--- config.mk ---
export PLATFORM = sky130hd
export DESIGN_NAME = dmem_arbiter
export DESIGN_NICKNAME = d
export VERILOG_FILES = /design/src/rtl/dmem_arbiter.sv
export SDC_FILE = /design/constraint.sdc
export NUM_CORES = 1
export LEC_CHECK = 0
export BUFFER_PORTS_ARGS = -buffer_cell sky130_fd_sc_hd__clkbuf_2
export CORE_AREA = 4 4 101 142
export CTS_CLUSTER_SIZE = 16
export DETAILED_ROUTE_END_ITERATION = 8
export DIE_AREA = 0 0 105 146
export HOLD_SLACK_MARGIN = 0.12
export PLACE_DENSITY_LB_ADDON = 0.05
export SYNTH_ARGS = -nofsm -noshare
export SYNTH_HDL_FRONTEND = slang
export SYNTH_SLANG_ARGS = --single-unit
--- constraint.sdc ---
create_clock -name clk -period 5 [get_ports clk]
set_input_delay 0 -clock clk [delete_from_list [all_inputs] [get_ports clk]]
set_output_delay 0 -clock clk [all_outputs]
set_load 0.02 [all_outputs]
--- src/rtl/dmem_arbiter.sv ---
// dmem_arbiter: shares the single-port data block RAM between the core memory
// stage and the UART loader/dumper, one access at a time with round-robin
// priority. Each access runs ISSUE -> RD_LAT WAIT cycles -> DONE (ack cycle).
module dmem_arbiter #(
  parameter int ADDR_W = 32,
  parameter int DATA_W = 32,
  parameter int RD_LAT = 1   // block RAM read latency in cycles, legal 1..4
) (
  input  logic              clk,
  input  logic              rst,
  // core memory stage
  input  logic              c_req,
  input  logic              c_we,
  input  logic [ADDR_W-1:0] c_addr,
  input  logic [DATA_W-1:0] c_wdata,
  output logic              c_ack,
  output logic [DATA_W-1:0] c_rdata,
  // UART loader/dumper
  input  logic              l_req,
  input  logic              l_we,
  input  logic [ADDR_W-1:0] l_addr,
  input  logic [DATA_W-1:0] l_wdata,
  output logic              l_ack,
  output logic [DATA_W-1:0] l_rdata,
  // block RAM pins
  output logic              ram_en,
  output logic              ram_we,
  output logic [ADDR_W-1:0] ram_addr,
  output logic [DATA_W-1:0] ram_wdata,
  input  logic [DATA_W-1:0] ram_rdata,
  // status
  output logic              busy,
  output logic              gnt_id
);

  typedef enum logic [1:0] {IDLE, ISSUE, WAIT, DONE} state_t;

  localparam logic [2:0] LAT_INIT = 3'(RD_LAT);

  state_t     state, state_nxt;
  logic [2:0] wait_cnt;   // remaining WAIT cycles, 1 on the capture cycle
  logic       last;       // previous winner; the other side wins a tie
  logic       grant;      // IDLE edge that accepts a new access
  logic       pick;       // winner of this grant: 0 = core, 1 = loader
  logic       capture;    // last WAIT cycle: read data is on ram_rdata

  // State register; reset aborts any access in flight without an ack
  always_ff @(posedge clk) begin
    if (rst) state <= IDLE;
    else     state <= state_nxt;
  end

  // Next state, winner selection and capture strobe
  always_comb begin
    state_nxt = state;
    grant     = 1'b0;
    pick      = 1'b0;
    capture   = 1'b0;
    case (state)
      IDLE: begin
        if (c_req || l_req) begin
          grant     = 1'b1;
          pick      = (c_req && l_req) ? ~last : l_req;
          state_nxt = ISSUE;
        end
      end
      ISSUE: state_nxt = WAIT;
      WAIT: begin
        if (wait_cnt == 3'd1) begin
          capture   = 1'b1;
          state_nxt = DONE;
        end
      end
      DONE:    state_nxt = IDLE;
      default: state_nxt = IDLE;
    endcase
  end

  // Access datapath: latch winner's request, pulse enable, capture data, ack
  always_ff @(posedge clk) begin
    if (rst) begin
      ram_en    <= 1'b0;
      ram_we    <= 1'b0;
      ram_addr  <= '0;
      ram_wdata <= '0;
      c_ack     <= 1'b0;
      l_ack     <= 1'b0;
      c_rdata   <= '0;
      l_rdata   <= '0;
      gnt_id    <= 1'b0;
      last      <= 1'b1;
      wait_cnt  <= '0;
    end else begin
      // enable is high only in the ISSUE cycle; we/addr/wdata hold otherwise
      ram_en <= grant;
      c_ack  <= capture & ~gnt_id;
      l_ack  <= capture &  gnt_id;
      if (grant) begin
        last      <= pick;
        gnt_id    <= pick;
        ram_we    <= pick ? l_we    : c_we;
        ram_addr  <= pick ? l_addr  : c_addr;
        ram_wdata <= pick ? l_wdata : c_wdata;
      end
      if (state == ISSUE)     wait_cnt <= LAT_INIT;
      else if (state == WAIT) wait_cnt <= wait_cnt - 3'd1;
      // only reads update the winner's data register; the loser is untouched
      if (capture && !ram_we) begin
        if (gnt_id) l_rdata <= ram_rdata;
        else        c_rdata <= ram_rdata;
      end
    end
  end

  assign busy = (state != IDLE);

endmodule
==> results.toml <==
[global_routing]
grt_pass1_vias = 7336
overflow = 0
grt_start_max_net_pins = 95
grt_use_total_pct = 28.9
antenna_found_initial = 0
grt_pass1_wl_microns = 36200

[synthesis]
synth.avg_cell_area_sq_um = 9.81
syn_area_sq_mm = 0.00656
synth_seq_cells = 139
async_flop_share_pct = 0
synth_nets = 840
synth.distinct_cells = 29
yosys_warnings = 0
syn-instance-count = 669
synth_largest_area_cell = "dfxtp_1"
synthTopCellsByArea = "dfxtp_1 42%, a2111o_1 11%, mux2i_1 9.9%"
ys_seq_area_share_pct = 42.4
synthTopCellsByCount = "139 x dfxtp_1, 99 x nand2b_1, 70 x inv_1"
synth_top_flop_cell = "dfxtp_1"
synth_edf_count = 0
synth.most_common_cell = "dfxtp_1"
synth_top_cell_area_share_pct = 42.4

[sta]
fmax_mhz = 332
skew_ns = 0.0156
finalSetupViolCount = 0
slew_viol_final = 0
grt_setup_unrepaired = "no"
tightest_slew_ns = 1.24
slew_headroom_pct = 17.0
fin_setup_tns_ns = 0
hold_viol = 0
setup_slack_ns = 1.98
period_share_pct = 60.3
period_needed_ns = 3.02

[cts]
clock_latency_ns = 0.41
post_cts_resized = 0
root_buffer = "clkbuf_16"
h-tree-depth = 4
cts_tree = "built"
clockBufferDepth = 2
clock-sinks = 139
cts_made_buffers = 17
clk_pin_slew_ns = 0.06
cts_hold_buf = 162
post_cts_buffers = 0

[setup_path]
r2r_slack_ns = 1.98
crit_required_ns = 5.30
timing.rr.start = "state[0]"
critPathArrivalTime_ns = 3.31
crit_path_end_kind = "register"
reg2reg_to = "ram_addr[0]"
path_class = "reg2reg"
critical_path.slowest_cell = "nand3_2"
cp_top_family = "buffers and inverters"
crit_fanout = 44
crit_path_cell_trace = "inv_1 -> ha_1 -> nand3_2 -> buf_4 -> o211a_1 -> dlygate4sd3_1"
max_stage_delay_ns = 0.80
reg2reg_depth = 6
cp.depth = 6
critPathLaunchType = "register"
worst-path-buf-inv = 3

[outcome]
status = "finished clean"

[die]
die_x_microns = 105
num_rows = 50
core-area_sq_mm = 0.0131
boundaryPins = 300
die_area_sq_mm = 0.0153
initial_core_util_pct = 49.9
die_h_microns = 146

[place]
io_buffers = 299
dp_cells = 1064
pre_cts_ws_ns = 2.57
routabilityCongestion = 0.794
hpwl_microns = 13500

[drt]
dr.pass1.iters = 4
drt_wl_total_microns = 22400
drc_errors = 0
ant_nets = 0
drt-initial-drc-count = 328
via_per_inst = 5.41
vias = 6802
wl_per_cell_microns = 17.8

[job]
drv_cap = 0

[layout]
fillers = 865
nNetsFinal = 1260
final_cells = 1257
area_growth_pct = 56.8
drive_above_1_share_pct = 31.3
diodes = 0

[power]
power.leakage_nw = 5.27
ir_drop_v = 0.000285
p_per_area_mw_per_mm2 = 458

[min_path]
holdPathEnd = "c_rdata[21]"
holdCritStartpoint = "rst"
min_path_cells = 3
min_path_type = "in2reg"
## worst reg2reg max path: stages (launching register included)
cell and delay [ns]:
dfxtp_1 0.31, inv_1 0.10, ha_1 0.32, nand3_2 0.80
buf_4 0.56, o211a_1 0.26, dlygate4sd3_1 0.57
## metrics by stage
step	hold slack (ns)	util (%)	cell area, sq um	power, mW
after floorplan	0.156	-	6560	2.52
after global placement	0.241	61.2	8040	2.96
after global routing	0.334	78.3	10300	4.94
final	0.272	78.3	10300	4.71
after CTS	0.258	78.3	10300	4.67
after detailed placement	0.244	61.2	8040	3.01
## cells in the final DEF (no fill, tap or decap), drive strengths merged, types with 2 or more instances in the layout
master       instances
nor3b                2
nor2                 6
dfxtp              139
a2111o              65
clkinv               3
bufinv               4
ha                   5
nand2                5
nor3                 4
nand3b               2
a21oi               66
o211a               65
clkbuf             317
dlygate4sd3        162
inv                 74
buf                  9
nand2b              99
mux2i               65
## logic make-up (layout without fill, tap and decap cells)
group	after synthesis	count (layout)	synth area share, %
AOI/OAI and AO/OA	200	200	26.6
DFF	139	139	42.4
buffers and inverters	138	570	8.75
and+or+nand+nor	121	121	11.3
muxes	65	65	9.92
adders and majority gates	5	5	0.953
xor gates and xnor gates	1	1	0.134
## worst max-delay path by stage
stage / endpoint / from / slack, ns
CTS: ram_addr[0] / state[0] / 2.02
global route: ram_addr[0] / state[1] / 1.83
detailed placement: ram_addr[0] / state[0] / 2.57
global placement: ram_wdata[16] / l_req / 2.57
floorplan: c_rdata[10] / state[0] / 3.40
finish: ram_addr[0] / state[0] / 1.98
## power breakdown
group / switching [mW] / internal [mW] / total, mW
registers: 0.136 / 1.33 / 1.46
logic: 1.06 / 0.842 / 1.90
clock network: 0.492 / 0.853 / 1.35
## layer usage
metal	vias up	wire [microns]	GRT usage [%]
li1	3230	-	-
met1	3210	8270	30.3
met2	277	11600	50.9
met3	85	1400	8.03
met4	0	1180	17.3
met5	-	0	0
## cell type report
type                       instances  area (sq um)  area share, %
sequential                       139          2780           27.1
multi-input combinational        392          3240           31.5
clock buffer                      19           443           4.31
tap                              156           195           1.90
inverter                          70           263           2.55
clock inverter                    12           185           1.80
timing repair buffer             469          3180           30.9
## state kept, by name, summed over array words and instances, names as in the netlist
signal and cells:
l_rdata 32, wait_cnt 3, c_rdata 32, state 2, ram_wdata 32, ram_we 1, last 1, gnt_id 1
c_ack 1, ram_en 1, ram_addr 32, l_ack 1
No activity file was read; power rests on OpenSTA's default activity.
